`config.mk`:
```
export PLATFORM = sky130hd
export DESIGN_NAME = e_mdu_issue
export DESIGN_NICKNAME = d
export VERILOG_FILES = /design/src/rtl/e_mdu_issue.sv
export SDC_FILE = /design/constraint.sdc
export NUM_CORES = 1
export LEC_CHECK = 0
export CORE_MARGIN = 2
export CORE_UTILIZATION = 25
export DETAILED_ROUTE_END_ITERATION = 6
export PLACE_DENSITY = 0.91
export SYNTH_ARGS = -nofsm -noshare
export SYNTH_HDL_FRONTEND = slang
export SYNTH_SLANG_ARGS = --single-unit
```
`constraint.sdc`:
```
create_clock -name clk -period 3.41 [get_ports clk]
set_input_delay 0.682 -clock clk [delete_from_list [all_inputs] [get_ports clk]]
set_output_delay 0.682 -clock clk [all_outputs]
set_load 0.01 [all_outputs]
```
`src/rtl/e_mdu_issue.sv`:
```
// rtl/e_mdu_issue.sv - E-stage issue controller for the MDU start/busy protocol (optional check: MDU_ISSUE_CHECK_EN)
module e_mdu_issue #(
    parameter int MUL_CYCLES = 5,
    parameter int DIV_CYCLES = 10
) (
    input  logic        clk,
    input  logic        reset,
    input  logic        req_valid,
    input  logic [2:0]  req_op,
    input  logic [31:0] req_rs,
    input  logic [31:0] req_rt,
    input  logic        mdu_busy,
    output logic        mdu_start,
    output logic [2:0]  mdu_op,
    output logic [31:0] mdu_d1,
    output logic [31:0] mdu_d2,
    output logic        stall,
    output logic        mdu_err
);

    typedef enum logic [1:0] {
        IDLE = 2'd0,
        MUL  = 2'd1,
        DIV  = 2'd2
    } state_t;

    localparam logic [3:0] MUL_LOAD = 4'(MUL_CYCLES);
    localparam logic [3:0] DIV_LOAD = 4'(DIV_CYCLES);

    state_t     state;
    logic [3:0] cnt;
    logic       hilo;
    logic       is_mul;
    logic       is_div;

    assign hilo   = req_valid && (req_op != 3'd0);
    assign is_mul = (req_op == 3'd1) || (req_op == 3'd2);
    assign is_div = (req_op == 3'd3) || (req_op == 3'd4);

    // Stall any HI/LO-class instruction while our shadow counter or the responder says busy
    always_comb begin
        stall = hilo && ((cnt != 4'd0) || mdu_busy);
    end

    // Present the command in the same cycle the instruction sits in E; zero everything otherwise
    always_comb begin
        mdu_start = 1'b0;
        mdu_op    = 3'd0;
        mdu_d1    = 32'd0;
        mdu_d2    = 32'd0;
        if (hilo && !stall) begin
            if (is_mul || is_div) begin
                mdu_start = 1'b1;
                mdu_op    = req_op;
                mdu_d1    = req_rs;
                mdu_d2    = req_rt;
            end else if ((req_op == 3'd5) || (req_op == 3'd6)) begin
                mdu_op    = req_op;
                mdu_d1    = req_rs;
            end
        end
    end

    // Shadow of the MDU latency: load on a start from IDLE, count down to IDLE
    always_ff @(posedge clk) begin
        if (reset) begin
            state <= IDLE;
            cnt   <= 4'd0;
        end else begin
            case (state)
                IDLE: begin
                    if (mdu_start && is_mul) begin
                        state <= MUL;
                        cnt   <= MUL_LOAD;
                    end else if (mdu_start && is_div) begin
                        state <= DIV;
                        cnt   <= DIV_LOAD;
                    end
                end
                MUL, DIV: begin
                    cnt <= cnt - 4'd1;
                    if (cnt == 4'd1) begin
                        state <= IDLE;
                    end
                end
                default: begin
                    state <= IDLE;
                    cnt   <= 4'd0;
                end
            endcase
        end
    end

`ifdef MDU_ISSUE_CHECK_EN
    logic exp_busy;
    logic err_q;

    // Expected responder busy follows the shadow counter; any disagreement latches until reset
    always_ff @(posedge clk) begin
        if (reset) begin
            exp_busy <= 1'b0;
            err_q    <= 1'b0;
        end else begin
            if (state == IDLE) begin
                exp_busy <= mdu_start;
            end else begin
                exp_busy <= (cnt > 4'd1);
            end
            if (mdu_busy != exp_busy) begin
                err_q <= 1'b1;
            end
        end
    end

    assign mdu_err = err_q;
`else
    assign mdu_err = 1'b0;
`endif

endmodule

```
Word-level counts from Yosys, hierarchy flattened
Cells that the tools add are included.
{ "op_classes": {"add_sub_neg": 1, "mul": 0, "div": 0, "n_lt_le_gt_ge": 0, "n_eq_ne": 11, "shift": 0, "muxes": 17, "n_bitwise": 0, "n_reduce_logical": 16} }
{ "ops": {"columns": ["operator", "n"], "rows": [
  ["two-way mux 32 bit", 5],
  ["equality test 3 bit, second input constant", 3],
  ["two-way mux 3 bit", 3],
  ["two-way mux 4 bit", 2],
  ["one-hot mux 4 bit (2 select lines)", 1],
  ["equality test 3 x 2 -> 1 bit, second input constant", 2],
  ["two-way mux 2 bit", 3],
  ["logical AND 1 bit", 5],
  ["logical OR 1 bit", 5],
  ["equality test 4 x 1 -> 1 bit, second input constant", 1],
  ["one-hot mux 2 bit (2 select lines)", 1],
  ["nonzero test 4 bit", 1],
  ["subtractor 4 x 1 -> 4 bit, second input constant", 1],
  ["equality test 3 x 1 -> 1 bit, second input constant", 1],
  ["!= test 3 bit, second input constant", 1],
  ["nonzero test 3 bit", 1],
  ["equality test 2 x 1 -> 1 bit, second input constant", 1],
  ["equality test 2 bit, second input constant", 1],
  ["logical NOT 2 bit", 1],
  ["two-way mux 1 bit", 2],
  ["!= test 2 bit, second input constant", 1],
  ["AND reduction 2 bit", 1],
  ["OR reduction 2 bit", 1],
  ["logical NOT 1 bit", 1]
]} }
{ "word_totals": {"reg_bits": 6, "latchBits": 0, "mem_bits_rw": 0, "romBits": 0, "inputBits": 71, "word_cells": 47, "n_memories": 0} }

Depth between registers and ports, before layout
Gate-level depths: netlist (run 1).
{ "logic_depth": {"depth_word": 10, "mapped_depth": 7, "depth_no_buf": 6} }

Worst setup path before layout (run 1)
No wires, ideal clock.
{ "synth_path": {"kind": "in2out", "from": "input mdu_busy", "to": "output mdu_d2[10]", "t_arrival_ns": 1.769, "t_required_ns": 2.728, "path_slack_ns": 0.959, "path_stages": 5, "n_path_buf": 1, "cell_sequence": "nor4b_4 -> and2_2 -> and3_1 -> clkbuf_1 -> and2_1"} }
{ "synth_via": {"elab_chain_len": 5} }
{ "synth_lines": {"columns": ["item", "line_no", "source"], "rows": [
  ["from (decl)", "12", "input logic mdu_busy,"],
  ["logical OR 1 bit", "42", "stall = hilo && ((cnt != 4'd0) || mdu_busy);"],
  ["logical AND 1 bit", "42", null],
  ["logical NOT 1 bit", "51", "if (hilo && !stall) begin"],
  ["logical AND 1 bit", "51", null],
  ["two-way mux 32 bit", "51", null],
  ["to (decl)", "16", "output logic [31:0] mdu_d2,"]
]} }
Every way passes these cells.

Worst setup path in the final report (run 1)
{ "layout_path": {"from": "input mdu_busy", "to": "output mdu_d1[4]"} }
{ "layout_via": {"elab_chain_len": 5} }
{ "layout_lines": {"columns": ["item", "line_no", "source"], "rows": [
  ["logical OR 1 bit", "42", null],
  ["logical AND 1 bit", "42", null],
  ["logical NOT 1 bit", "51", null],
  ["logical AND 1 bit", "51", null],
  ["two-way mux 32 bit", "51", null],
  ["to (decl)", "15", "output logic [31:0] mdu_d1,"]
]} }
Every way passes these cells.

==> results of run 1 <==
synth_stat cells (all sizes together):
cell | n | share of area, %
a211o | 2 | 2.1
a21boi | 2 | 1.6
a21oi | 5 | 2.6
a22oi | 1 | 0.79
a41o | 1 | 1.2
a41oi | 1 | 1.7
and2 | 65 | 43
and3 | 5 | 3.3
and3b | 1 | 1.1
buf | 3 | 2.5
clkbuf | 5 | 2.0
conb | 1 | 0.40
dfxtp | 6 | 13
ha | 4 | 5.3
inv | 6 | 2.4
nand2 | 6 | 2.4
nand2b | 1 | 0.66
nand3 | 1 | 0.53
nand3b | 1 | 0.79
nand4 | 1 | 0.66
nor2 | 1 | 0.40
nor2b | 1 | 0.66
nor3 | 1 | 0.53
nor4b | 1 | 2.5
o21ai | 3 | 1.6
o41ai | 1 | 0.93
or3 | 4 | 2.8
xor2 | 3 | 2.8
sequential cells by signal (all words and copies together), names as in the netlist:
name	count
state	2
cnt	4
worst max-delay path, stage by stage:
cell and delay (ns):
clkdlybuf4s50_1 0.44, nor4b_4 0.25, and2_2 0.21, and3_1 0.20, buf_12 0.17, and2_1 0.13
clkdlybuf4s50_1 0.55
stage by stage:
step                      hold slack, ns  std cells
after global routing               0.508        322
after global placement             0.456        319
after floorplan                    0.439        133
final                              0.473        322
after CTS                          0.481        322
after detailed placement           0.476        319
per-layer routing:
metal	track usage [%]	share of wire (%)	vias up
met5	0	0	-
met4	7.81	2.7	0
met3	3.42	7.5	10
li1	-	-	710
met2	36.1	54	67
met1	18.8	35	591
layout make-up:
type / count / area, sq um / share of cell area, %
multi-input combinational: 113 / 761 / 30.7
inverter: 6 / 22.5 / 0.910
sequential: 6 / 120 / 4.85
tap: 48 / 60.1 / 2.43
timing repair buffer: 146 / 1470 / 59.4
clock buffer: 3 / 41.3 / 1.67
final timing paths:
path	startpoint	to	slack [ns]	cells after the start
worst max-delay path	mdu_busy	mdu_d1[4]	0.09	7
worst max register to register	cnt[0]$_SDFFE_PP0P_	state[1]$_SDFFE_PP0P_	1.41	7
worst min register to register	cnt[1]$_SDFFE_PP0P_	cnt[1]$_SDFFE_PP0P_	0.47	2
worst min-delay path	cnt[1]$_SDFFE_PP0P_	cnt[1]$_SDFFE_PP0P_	0.47	2
what timing repair did:
| action | CTS | global route |
|---|---|---|
| endpoints found under the setup margin | 0 | 1 |
| endpoints found under the hold margin | 0 | 0 |
| resized for setup | 0 | 1 |
report_power, final:
group	internal, mW	switching, mW	leakage [nW]
sequential	0.0948	0.0275	0.0489
clock	0.0761	0.0339	0.0216
combinational	0.411	0.271	0.927
total	0.581	0.332	0.998
cells by family after synthesis:
kind of cell	count (synthesis)	synth area share, %
AND/OR/NAND/NOR	89	59.4
flip-flops	6	12.7
AO/OA/AOI/OAI	16	12.6
other	1	0.396
XOR/XNOR	3	2.78
adder cells (fa/ha/maj)	4	5.29
buffers and inverters	14	6.88
==> summary.txt, run 1 <==
Outcome
  – Status: finished, final reports clean

Final layout
  – Area Overhead vs Synth: 162%
  – Most common cell after layout, fill and taps aside: clkdlybuf4s50_1
  – Final #Nets: 351
  – Most frequent cells in the layout: clkdlybuf4s50_1, and2_1, inv_1, nand2_1, dfxtp_1
  – Final core utilization: 67.6%
  – ANT cells: 0
  – Fillcell total: 301
  – Final Instance Area: 0.00248 sq mm
  – Ratio of cells with drive above 1 in the final layout: 6.57%

Yosys
  – Ys Warns: 0
  – Netlist area before placement: 946 sq um
  – Post-synthesis cell count: 133
  – Sequential-to-total area share from yosys stat: 12.7%
  – Flops & latches, synth: 6
  – Avg Inst Size Synth: 7.11 sq um
  – Syn nets: 208
  – Netlist cell types: 32

Clock network
  – Worst-Skew Late Latency: 0.23 ns
  – Level count of the clock H-tree: 1
  – Inserted Clock Buffers: 3
  – Setup bufs post-CTS: 0
  – CTS tree: yes
  – Bufs on Longest Clock Path: 2
  – Clk slew on worst S/H paths: 0.03 ns
  – Root Driver: clkbuf_8
  – Hold buffers post-CTS: 0
  – Num Clock Sinks: 6

GRT
  – Wire length of the first global-routing pass: 6110 microns
  – Initial antenna violation count: 0
  – Largest net degree at the start of global routing: 34
  – Vias in the first global route: 1,254
  – Total track usage: 18.4%
  – Grt total ovfl: 0

Timing
  – Setup TNS: 0 ns
  – Pins Over Slew Limit: 0
  – Unrepaired setup endpoints after global routing: no
  – Crit path time final: 3.32 ns
  – Fin worst setup slack: 0.0942 ns
  – Fmax: 0.302 GHz
  – Setup violations, final: 0
  – Final period util: 97.2%
  – Worst Skew: 0.00663 ns
  – Fin. Hold Viols: 0

Worst setup path
  – Arr. time, crit path: 2.63 ns
  – Startpoint class of the critical path: primary input
  – Crit. End Element: output port
  – CP required: 2.73 ns
  – Critical path peak fanout: 32
  – WS Path Type: primary input to output port

Routing
  – Drt drc: 0
  – Post-route ant nets: 0
  – Via/cell ratio: 4.28
  – Via count: 1,378
  – Final WL: 4290 microns
  – Initial detailed-routing violation count: 33
  – Wirelength per Cell: 13.3 microns
  – DRT Pass-1 Iters: 4

Placement
  – Post-DP HPWL: 3750 microns
  – Placed Area: 0.00243 sq mm
  – GPL Wtd Cong: 0.776
  – Port-buffer cells: 139
  – Pre-CTS WS: 0.0760 ns

Power and ir drop
  – Worst VDD drop: 0.367 mV
  – PD cells: 369 mW/mm^2
  – Total power: 913 uW
  – Leak: 0.997 nW

Die
  – I/O pin count: 141
  – Starting density of the core: 25.8%
  – Die height: 65.5 microns
  – Core area: 0.00366 sq mm
  – Row cnt: 22
  – DIE AREA: 0.00429 sq mm
  – Width of the die: 65.5 microns

Min path
  – HP Class: flip-flop to flip-flop

Flow run
  – Max Cap Violations: 0
(Power assumes the default switching activity.)
==> run 2: changes to the inputs <==
--- a/config.mk
+++ b/config.mk
@@ -5,10 +5,10 @@
 export SDC_FILE = /design/constraint.sdc
 export NUM_CORES = 1
 export LEC_CHECK = 0
-export CORE_MARGIN = 2
+export CORE_MARGIN = 1
 export CORE_UTILIZATION = 25
 export DETAILED_ROUTE_END_ITERATION = 6
-export PLACE_DENSITY = 0.91
+export PLACE_DENSITY_LB_ADDON = 0.2
 export SYNTH_ARGS = -nofsm -noshare
 export SYNTH_HDL_FRONTEND = slang
 export SYNTH_SLANG_ARGS = --single-unit
==> run 2 against run 1 <==
Effect of this change: largest cell class unchanged; cell count fell by 0.62%; wire length fell by 1.1%; fmax rose by 0.13%; utilization increased by 3.6 points; via count shrank 4.3%; first-iteration DRC count rose by 45%; critical path type unchanged; worst setup slack improved by 0.0042 ns; highest routed layer unchanged.
==> summary.txt, run 2 (synthesis results as in run 1) <==
Clock network
  – Inserted Clock Buffers: 3 (unchanged)
  – CTS tree: yes (unchanged)
  – # resized after CTS: 0 (unchanged)
  – Worst-Skew Late Latency: 0.22 ns (was 0.23 ns)
  – Bufs on Longest Clock Path: 2 (unchanged)
  – Root Driver: clkbuf_8 (unchanged)
  – Num Clock Sinks: 6 (unchanged)
  – Setup bufs post-CTS: 0 (unchanged)
  – Hold buffers post-CTS: 0 (unchanged)
  – Clk slew on worst S/H paths: 0.03 ns (about the same)
  – Level count of the clock H-tree: 1 (unchanged)

GRT
  – Initial antenna violation count: 0 (unchanged)
  – Wire length of the first global-routing pass: 6400 microns (was 6110 microns)
  – Total track usage: 20.5% (was 18.4%)
  – Grt total ovfl: 0 (unchanged)
  – Largest net degree at the start of global routing: 34 (unchanged)
  – Vias in the first global route: 1,153 (was 1,254)

Worst setup path
  – Worst R2R End: state[1]$_SDFFE_PP0P_ (unchanged)
  – Arr. time, crit path: 2.63 ns (about the same)
  – Startpoint class of the critical path: primary input (unchanged)
  – WS Path Type: primary input to output port (unchanged)
  – Reg2Reg Depth: 7 (unchanged)
  – CP required: 2.73 ns (about the same)
  – Reg2Reg Setup Slack: 1.42 ns (was 1.41 ns)
  – Reg-to-Reg Start: cnt[0]$_SDFFE_PP0P_ (unchanged)
  – Crit. End Element: output port (unchanged)
  – Critical path peak fanout: 32 (unchanged)

Final layout
  – Final #Nets: 351 (unchanged)
  – Area Overhead vs Synth: 161% (was 162%)
  – Most frequent cells in the layout: clkdlybuf4s50_1, and2_1, inv_1, nand2_1, dfxtp_1 (unchanged)
  – Top reg by flops: cnt (unchanged)
  – Ratio of cells with drive above 1 in the final layout: 6.57% (unchanged)
  – Most common cell after layout, fill and taps aside: clkdlybuf4s50_1 (unchanged)
  – Final core utilization: 71.2% (was 67.6%)
  – Final Instance Area: 0.00247 sq mm (was 0.00248 sq mm)
  – Largest register FFs: 4 (unchanged)
  – Top flop regs: cnt (4), state (2) (unchanged)
  – ANT cells: 0 (unchanged)

Placement
  – Placed Area: 0.00243 sq mm (about the same)
  – Port-buffer cells: 139 (unchanged)
  – GPL Wtd Cong: 0.794 (was 0.776)
  – Post-DP HPWL: 3670 microns (was 3750 microns)

Routing
  – Wirelength per Cell: 13.3 microns (about the same)
  – Via count: 1,319 (was 1,378)
  – DRT Pass-1 Iters: 6 (was 4)
  – Initial detailed-routing violation count: 48 (was 33)
  – Via/cell ratio: 4.12 (was 4.28)
  – Post-route ant nets: 0 (unchanged)
  – Final WL: 4240 microns (was 4290 microns)
  – Drt drc: 0 (unchanged)

Die
  – I/O pin count: 141 (unchanged)
  – Die height: 63.5 microns (was 65.5 microns)
  – Starting density of the core: 27.3% (was 25.8%)
  – Width of the die: 63.5 microns (was 65.5 microns)
  – Core area: 0.00347 sq mm (was 0.00366 sq mm)
  – DIE AREA: 0.00403 sq mm (was 0.00429 sq mm)
  – Row cnt: 21 (was 22)

Power and ir drop
  – Worst VDD drop: 0.363 mV (was 0.367 mV)
  – PD cells: 369 mW/mm^2 (about the same)
  – Leak: 0.980 nW (was 0.997 nW)
  – Total power: 913 uW (about the same)

Timing
  – Crit path time final: 3.31 ns (was 3.32 ns)
  – Fin. Hold Viols: 0 (unchanged)
  – Final period util: 97.1% (was 97.2%)
  – Worst Skew: 0.00155 ns (was 0.00663 ns)
  – Pins Over Slew Limit: 0 (unchanged)
  – Unrepaired setup endpoints after global routing: no (unchanged)
  – Worst hold slack: 0.494 ns (was 0.473 ns)
  – Setup violations, final: 0 (unchanged)
  – Setup TNS: 0 ns (unchanged)
  – Fmax: 0.302 GHz (about the same)

Outcome
  – Status: finished, final reports clean (unchanged)

Min path
  – Hold EP: cnt[0]$_SDFFE_PP0P_ (was cnt[1]$_SDFFE_PP0P_)
  – Hold path startpoint: cnt[0]$_SDFFE_PP0P_ (was cnt[1]$_SDFFE_PP0P_)
  – Hold path depth: 2 (unchanged)
  – HP Class: flip-flop to flip-flop (unchanged)

Flow run
  – Max Cap Violations: 0 (unchanged)
## run 2: final cells by class
| class | instances | area, sq um |
|---|---|---|
| tap | 46 | 57.6 |
| timing repair buffer | 146 | 1470 |
| inverter | 6 | 22.5 |
| clock buffer | 3 | 41.3 |
| fill | 280 | 997 |
| sequential | 6 | 120 |
| multi-input combinational | 113 | 761 |
## run 2: metal layers
layer / routed length (microns) / up-vias / track usage [%]
met5: 0 / - / 0
met4: 15 / 0 / 6.82
met3: 255 / 2 / 3.62
met2: 2180 / 57 / 37.2
met1: 1780 / 547 / 23.7
li1: - / 713 / -
## run 2: worst max path at each step
| stage | cells after the start | to | startpoint |
|---|---|---|---|
| 5_1_grt | 7 | mdu_d2[0] | mdu_busy |
| 4_1_cts | 6 | mdu_d1[4] | req_op[0] |
| 3_3_place_gp | 7 | mdu_d2[0] | mdu_busy |
| 6_report | 6 | mdu_d1[4] | req_op[0] |
| 3_5_place_dp | 7 | mdu_d2[0] | mdu_busy |
| 2_1_floorplan | 5 | mdu_d2[10] | mdu_busy |
## run 2: metrics by stage
step / setup slack [ns] / cells
floorplan: 0.959 / 133
global placement: 0.114 / 317
detailed placement: 0.112 / 317
CTS: 0.105 / 320
global route: 0.0233 / 320
finish: 0.0984 / 320
## run 2: where the power goes
group | internal (mW) | total (mW) | switching [mW] | leakage (nW)
clock | 0.0757 | 0.104 | 0.0288 | 0.0216
combinational | 0.411 | 0.687 | 0.275 | 0.909
sequential | 0.0949 | 0.122 | 0.0266 | 0.0489
total | 0.582 | 0.913 | 0.331 | 0.980
## run 2: critical path: stages
cell and delay, ns:
clkdlybuf4s50_1 0.48, or3_1 0.44, and3_1 0.22, buf_12 0.16, and2_1 0.15, clkdlybuf4s50_1 0.50
==> run 3: changes to the inputs <==
--- a/config.mk
+++ b/config.mk
@@ -5,8 +5,10 @@
 export SDC_FILE = /design/constraint.sdc
 export NUM_CORES = 1
 export LEC_CHECK = 0
+export CORE_ASPECT_RATIO = 0.7
 export CORE_MARGIN = 1
 export CORE_UTILIZATION = 25
+export CTS_CLUSTER_SIZE = 24
 export DETAILED_ROUTE_END_ITERATION = 6
 export PLACE_DENSITY_LB_ADDON = 0.2
 export SYNTH_ARGS = -nofsm -noshare
==> run 3 against run 2 <==
Effect of this change: worst hold slack lost 0.0097 ns; global-route usage shrank 3.3 points; die area grew 0.10%; sequential power is essentially flat; utilization shrank 2.1 points; via count grew 5.1%.
==> summary.txt, run 3 (synthesis results as in run 1) <==
Outcome
  – Status: finished, final reports clean (unchanged)

Routing
  – Final WL: 4060 microns (was 4240 microns)
  – Via count: 1,386 (was 1,319)
  – Wirelength per Cell: 12.5 microns (was 13.3 microns)
  – DRT Pass-1 Iters: 3 (was 6)
  – Uppermost layer routed: met4 (unchanged)
  – Met3 wire len: 302 microns (was 255 microns)
  – Drt drc: 0 (unchanged)
  – M1 wire length: 1570 microns (was 1780 microns)
  – Initial detailed-routing violation count: 23 (was 48)
  – Routed wl met2: 2140 microns (was 2180 microns)
  – Via/cell ratio: 4.28 (was 4.12)
  – Post-route ant nets: 0 (unchanged)

Placement
  – Post-DP HPWL: 3520 microns (was 3670 microns)
  – Port-buffer cells: 139 (unchanged)
  – GPL Wtd Cong: 0.766 (was 0.794)
  – Pre-CTS WS: 0.0936 ns (was 0.112 ns)

Timing
  – Crit path time final: 3.31 ns (about the same)
  – Setup violations, final: 0 (unchanged)
  – Fin worst setup slack: 0.0953 ns (was 0.0984 ns)
  – Unrepaired setup endpoints after global routing: no (unchanged)
  – Worst Skew: 0.000969 ns (was 0.00155 ns)
  – Worst hold slack: 0.485 ns (was 0.494 ns)
  – Setup TNS: 0 ns (unchanged)
  – Fin. Hold Viols: 0 (unchanged)
  – Final period util: 97.2% (was 97.1%)
  – Fmax: 0.302 GHz (about the same)
  – Pins Over Slew Limit: 0 (unchanged)

Clock network
  – Clk slew on worst S/H paths: 0.03 ns (about the same)
  – Hold buffers post-CTS: 0 (unchanged)
  – # resized after CTS: 0 (unchanged)
  – CTS tree: yes (unchanged)
  – Root Driver: clkbuf_8 (unchanged)
  – Bufs on Longest Clock Path: 2 (unchanged)
  – Worst-Skew Late Latency: 0.22 ns (about the same)
  – Setup bufs post-CTS: 0 (unchanged)
  – Level count of the clock H-tree: 1 (unchanged)
  – Inserted Clock Buffers: 3 (unchanged)
  – Num Clock Sinks: 6 (unchanged)

Power and ir drop
  – Leak: 0.980 nW (about the same)
  – Power share of the clock group: 11.1% (was 11.4%)
  – PD cells: 370 mW/mm^2 (was 369 mW/mm^2)
  – P_sw: 333 uW (was 331 uW)
  – Worst VDD drop: 0.331 mV (was 0.363 mV)
  – P_int: 583 uW (was 582 uW)
  – Seq pwr share: 13.3% (about the same)
  – Combinational share of power: 75.5% (was 75.2%)
  – Net Sw Frac: 36.4% (was 36.2%)

Final layout
  – Area Overhead vs Synth: 162% (was 161%)
  – Fillcell total: 289 (was 280)
  – Top flop regs: cnt (4), state (2) (unchanged)
  – Ratio of cells with drive above 1 in the final layout: 6.57% (unchanged)
  – Final core utilization: 69.1% (was 71.2%)
  – Largest register FFs: 4 (unchanged)
  – Top reg by flops: cnt (unchanged)
  – Most frequent cells in the layout: clkdlybuf4s50_1, and2_1, inv_1, nand2_1, dfxtp_1 (unchanged)
  – Final #Nets: 351 (unchanged)
  – Most common cell after layout, fill and taps aside: clkdlybuf4s50_1 (unchanged)
  – ANT cells: 0 (unchanged)

Min path
  – HP Class: flip-flop to flip-flop (unchanged)
  – Hold path startpoint: cnt[1]$_SDFFE_PP0P_ (was cnt[0]$_SDFFE_PP0P_)
  – Hold EP: cnt[1]$_SDFFE_PP0P_ (was cnt[0]$_SDFFE_PP0P_)
  – Hold path depth: 2 (unchanged)

Worst setup path
  – Crit. End Element: output port (unchanged)
  – CP most frequent cell: clkdlybuf4s50_1 (unchanged)
  – Reg2Reg Setup Slack: 1.38 ns (was 1.42 ns)
  – Arr. time, crit path: 2.63 ns (about the same)
  – Reg2Reg Depth: 7 (unchanged)
  – CP max stage delay: 0.56 ns (was 0.50 ns)
  – Worst path slowest cell: clkdlybuf4s50_1 (unchanged)
  – Startpoint class of the critical path: primary input (unchanged)
  – CP required: 2.73 ns (about the same)
  – Crit-path cells: clkdlybuf4s50_1 > nor4b_4 > and2_2 > and3_1 > buf_12 > and2_1 > clkdlybuf4s50_1 (was clkdlybuf4s50_1 > or3_1 > and3_1 > buf_12 > and2_1 > clkdlybuf4s50_1)
  – Critical path peak fanout: 32 (unchanged)
  – WS Path Type: primary input to output port (unchanged)
  – Reg-to-Reg Start: cnt[0]$_SDFFE_PP0P_ (unchanged)
  – Worst R2R End: state[1]$_SDFFE_PP0P_ (unchanged)

Die
  – I/O pin count: 141 (unchanged)
  – Width of the die: 75.5 microns (was 63.5 microns)
  – Starting density of the core: 26.4% (was 27.3%)
  – Core area: 0.00358 sq mm (was 0.00347 sq mm)
  – Die height: 53.5 microns (was 63.5 microns)
  – Row cnt: 18 (was 21)
  – DIE AREA: 0.00404 sq mm (was 0.00403 sq mm)

GRT
  – Total track usage: 17.2% (was 20.5%)
  – Largest net degree at the start of global routing: 34 (unchanged)
  – Vias in the first global route: 1,137 (was 1,153)
  – Initial antenna violation count: 0 (unchanged)
  – Grt total ovfl: 0 (unchanged)
  – Wire length of the first global-routing pass: 5230 microns (was 6400 microns)

Flow run
  – Max Cap Violations: 0 (unchanged)
## run 3: cell counts in the layout (fill, tap and decap cells not counted)
Identical to the previous run, type by type.
## run 3: metal layers
layer  up-vias  global-route usage [%]
met2        55                    33.6
met4         0                    4.32
met5         -                       0
met1       616                    18.8
met3         4                    3.24
li1        711                       -
## run 3: cell type report
class | instances | area, sq um | area share, %
repair buffers | 146 | 1470 | 59.3
multi-input cells | 113 | 761 | 30.7
flip-flops and latches | 6 | 120 | 4.85
well taps | 50 | 62.6 | 2.53
clock buffers | 3 | 41.3 | 1.67
inverters | 6 | 22.5 | 0.910
## run 3: power groups by stage
| stage | combinational [mW] | sequential [mW] | clock (mW) |
|---|---|---|---|
| floorplan | 0.355 | 0.117 | 0 |
| global placement | 0.681 | 0.124 | 0 |
| detailed placement | 0.689 | 0.124 | 0 |
| CTS | 0.692 | 0.122 | 0.104 |
| global route | 0.745 | 0.126 | 0.111 |
| finish | 0.692 | 0.122 | 0.102 |
## run 3: worst max path at each step
stage	start	end	slack [ns]
2_1_floorplan	mdu_busy	mdu_d2[10]	0.96
3_3_place_gp	req_op[0]	mdu_d1[27]	0.12
3_5_place_dp	mdu_busy	mdu_d1[27]	0.09
4_1_cts	mdu_busy	mdu_d1[27]	0.09
5_1_grt	mdu_busy	mdu_d1[6]	0.004
6_report	mdu_busy	mdu_d1[27]	0.1
## run 3: metrics by stage
step	std cells	total power, mW	instance area [sq um]
3_3_place_gp	321	0.806	2430
5_1_grt	324	0.981	2480
2_1_floorplan	133	0.472	946
3_5_place_dp	321	0.813	2430
4_1_cts	324	0.919	2480
6_report	324	0.916	2480
## run 3: critical path, delay by kind of cell
| family | cells | cell delay, ns |
|---|---|---|
| AND/OR/NAND/NOR | 4 | 0.78 |
| buffers and inverters | 3 | 1.17 |
==> patch 1: new RTL, settings of run 2 <==
The option `MDU_ISSUE_CHECK_EN` is turned on by a define.
--- a/src/rtl/e_mdu_issue.sv
+++ b/src/rtl/e_mdu_issue.sv
@@ -1,3 +1,5 @@
 // rtl/e_mdu_issue.sv - E-stage issue controller for the MDU start/busy protocol (optional check: MDU_ISSUE_CHECK_EN)
+`define MDU_ISSUE_CHECK_EN
+
 module e_mdu_issue #(
     parameter int MUL_CYCLES = 5,
Check against the original RTL: not equivalent (Yosys sat finds a counterexample within 4 cycles, from zero or initial values and one cycle with reset high).
==> patch 1 against run 2 <==
- final area is 3.6% higher
- sequential cell count is 2 higher
- worst setup slack worse by 0.013 ns
- cell count increased by 3.4%
- total power up 5.6%
- routed wire length up 11%
- sequential power is 27% higher
- count of clock-buffer cells in the layout did not move
- synthesized area grew 7.5%
- highest routed layer unchanged
==> patch 1: results <==
set metrics [dict create \
    status "finished clean" \
    synth_top_cells_by_area "and2_1, dfxtp_1, ha_1, nand2_1, a21oi_1" \
    placed_cell_area_um2 2490 \
    dp_hpwl_um 3980 \
    fin_hold_ws_ns 0.463 \
    finalCritPeriodShare 0.975 \
    grt.total_usage 0.204 \
    clockPowerShare 0.120 \
    first_global_vias 1147 \
    path_max_fanout 33 \
    leakage_uw 0.00110 \
    hold_end "mdu_err" \
    critPathArrivalTime_ns 2.64 \
    final_nets 361 \
    p_sw_frac 0.374 \
    hold_start "mdu_err" \
    synth.net_count 220 \
    routabilityCongestion 0.797 \
    final_cells 331 \
    drive_gt1_frac 0.0530 \
    wl_per_cell_um 14.2 \
    drt_iter0_markers 38 \
    yosys-top-cells-count "and2_1, nand2_1, dfxtp_1" \
    dp_slack_ns 0.0608 \
    drt-pass1-iter-count 4 \
    routed_via_density 4.18 \
]
patch 1: cell types whose count changed in the layout (fill, tap and decap cells not counted), moves of 2 or more:
cell / before / now
a211o_1: 0 / 3
and2_1: 64 / 66
and3_1: 5 / 0
buf_4: 5 / 2
clkdlybuf4s50_1: 139 / 133
dfxtp_1: 6 / 8
dlymetal6s2s_1: 0 / 7
nand2_1: 6 / 11
nor2_1: 1 / 6
nor2_4: 0 / 2
patch 1: final cells by class:
| class | count | area share |
|---|---|---|
| Multi-Input combinational cell | 123 | 0.315 |
| Sequential cell | 8 | 0.0626 |
| Tap cell | 48 | 0.0235 |
| Clock buffer | 3 | 0.0161 |
| Inverter | 5 | 0.00733 |
| Timing Repair Buffer | 144 | 0.576 |
patch 1: metal layers:
layer / routed length [um] / share of wire / track usage
met5: 0 / 0 / 0
met4: 63 / 0.013 / 0.0625
met3: 267 / 0.057 / 0.0397
met2: 2360 / 0.50 / 0.353
met1: 2000 / 0.43 / 0.251
patch 1: stage by stage:
| step | utilization | power, uW |
|---|---|---|
| 2_1_floorplan | - | 511 |
| 3_3_place_gp | 0.660 | 835 |
| 4_1_cts | 0.671 | 963 |
| 5_1_grt | 0.679 | 1030 |
| 3_5_place_dp | 0.660 | 842 |
| 6_report | 0.679 | 964 |
patch 1: kinds of logic after synthesis:
| family | after synthesis | share of synthesized area |
|---|---|---|
| DFF | 8 | 0.157 |
| AOI/OAI and AO/OA | 19 | 0.132 |
| adders and majority gates | 5 | 0.0615 |
| buffers and inverters | 13 | 0.0627 |
| xor gates and xnor gates | 3 | 0.0258 |
| and+or+nand+nor | 96 | 0.561 |
patch 1: repair_timing:
item,in CTS,in global routing
resized for setup,0,11
buffers inserted,0,0
endpoints found under the hold margin,0,0
endpoints found under the setup margin,0,66
==> patch 2: new RTL, settings of run 2 <==
Made on the original files. Encoding of `state_t`: now one-hot (3 bits for 3 states).
--- a/src/rtl/e_mdu_issue.sv
+++ b/src/rtl/e_mdu_issue.sv
@@ -19,8 +19,8 @@
 );
 
-    typedef enum logic [1:0] {
-        IDLE = 2'd0,
-        MUL  = 2'd1,
-        DIV  = 2'd2
+    typedef enum logic [2:0] {
+        IDLE = 3'b001,
+        MUL  = 3'b010,
+        DIV  = 3'b100
     } state_t;
 
Check against the original RTL: same outputs for any inputs over 10 cycles, from zero or initial values and one cycle with reset high; not proved beyond that.
==> patch 2 against run 2 <==
- routed wire length up 1.9%
- synthesized area is 1.6% lower
- core utilization is 0.84 points lower
- sequential share of layout area is 0.92 points higher
- sequential cell count rose by 1
- fmax is 0.20% higher
- die area fell by 1.5%
- worst setup slack improved by 0.0066 ns
- final area is 1.9% lower
- first-iteration DRC count is 15% lower
- critical endpoint is now mdu_d1[5]
- largest cell class unchanged
Power is not compared: it rests on default switching activity, and its combinational part moved more than twofold at a synthesized area within 25%.
==> patch 2: results <==
set metrics [dict create \
    antenna_found_initial 0 \
    drt_iter0_markers 41 \
    status "finished clean" \
    min_path_type "register to register" \
    async_flop_share 0 \
    yosysSeqAreaShare 0.151 \
    clockRootBuffer "clkbuf_8" \
    leakage_uw 0.000948 \
    grt.total_usage 0.218 \
    synth_compound_area_frac 0.122 \
    finalWirelength_um 4320 \
    fillers 311 \
    clkTransAtPathRegs_ns 0.04 \
    synth_top_cells_by_area "and2_1, dfxtp_1, a21oi_1, ha_1, nor4b_4" \
    ir_drop_mv 0.221 \
    path_max_fanout 32 \
    fin_skew_ns 0.000584 \
    yosys-top-cells-count "and2_1, a21oi_1, dfxtp_1" \
    tightest_slew_ns 0.557 \
    yosys_warnings 0 \
    synth_top_flop_cell "dfxtp_1" \
    clk-insertion-delay-late_ns 0.23 \
    reg_top3 "cnt x4, state x3" \
    synthAdderAreaFrac 0.0269 \
    n_antenna_cell 0 \
    numCtsBuffers 3 \
    synth.net_count 203 \
    dp_hpwl_um 3740 \
    grt_max_degree 39 \
    synth_xor_xnor_area_share 0.0188 \
    crit_slowest_cell "clkdlybuf4s50_1" \
    routabilityCongestion 0.796 \
    io_buffers 139 \
    max-clock-path-buffers 2 \
    routed_via_density 4.23 \
    grt_pass1_wl_um 6780 \
    drive_gt1_frac 0.0483 \
    max_stage_delay_ns 0.54 \
    h-tree-depth 1 \
    first_global_vias 1204 \
    critPathArrivalTime_ns 2.62 \
    synth_mux_area_frac 0 \
    hold_path_depth 2 \
    cpLargestDelayFamily "buffers and inverters" \
    synth.distinct_cells 34 \
    drt-pass1-iter-count 3 \
    final_nets 343 \
]
## patch 2: layer usage
metal  routed length [um]  GRT usage  up-vias  part of all wire
li1                     -          -      705                 -
met5                    0          0        -                 0
met4                   57     0.0610        0             0.013
met3                  319     0.0511        5             0.074
met2                 2160      0.386       55              0.50
met1                 1790      0.258      569              0.41
## patch 2: metrics by stage
stage	total power [uW]	setup WS (ns)	area (um^2)	std cells	hold WS (ns)
3_3_place_gp	382	0.110	2370	310	0.493
4_1_cts	502	0.0832	2410	314	0.509
3_5_place_dp	385	0.0848	2370	310	0.504
2_1_floorplan	206	1.03	931	130	0.464
6_report	500	0.105	2420	315	0.509
5_1_grt	534	0.00666	2420	315	0.533
## patch 2: what timing repair did
action / 4_1_cts / 5_1_grt
buffers inserted: 0 / 1
hold buffers: 0 / 0
resized for setup: 0 / 2
setup endpoints to repair: 0 / 32
hold endpoints to repair: 0 / 0
## patch 2: power breakdown
part           internal [uW]  switching [uW]  leakage, uW
clock network           80.6            33.7    0.0000228
logic                    191            99.1     0.000868
registers               88.6            7.61    0.0000570
## patch 2: worst reg2reg max path, stage by stage, from the launching register on
cell	delay [ns]
dfxtp_1	0.30
inv_1	0.09
ha_1	0.19
nor4b_4	0.26
buf_4	0.16
nand4_1	0.19
or2_2	0.37
a21oi_1	0.15
## patch 2: layout make-up
type,instances,area [um^2],area share
Sequential cell,7,140,0.0578
Tap cell,46,57.6,0.0237
Multi-Input combinational cell,111,729,0.301
Timing Repair Buffer,143,1440,0.593
Inverter,4,15.0,0.00620
Clock buffer,4,45.0,0.0186
## patch 2: worst paths after layout
kind	startpoint	to	slack [ns]
setup / recovery	mdu_busy	mdu_d1[5]	0.10
setup reg to reg	cnt[1]	cnt[0]	1.61
hold / removal	state[1]	state[1]	0.51
hold reg to reg	state[1]	state[1]	0.51
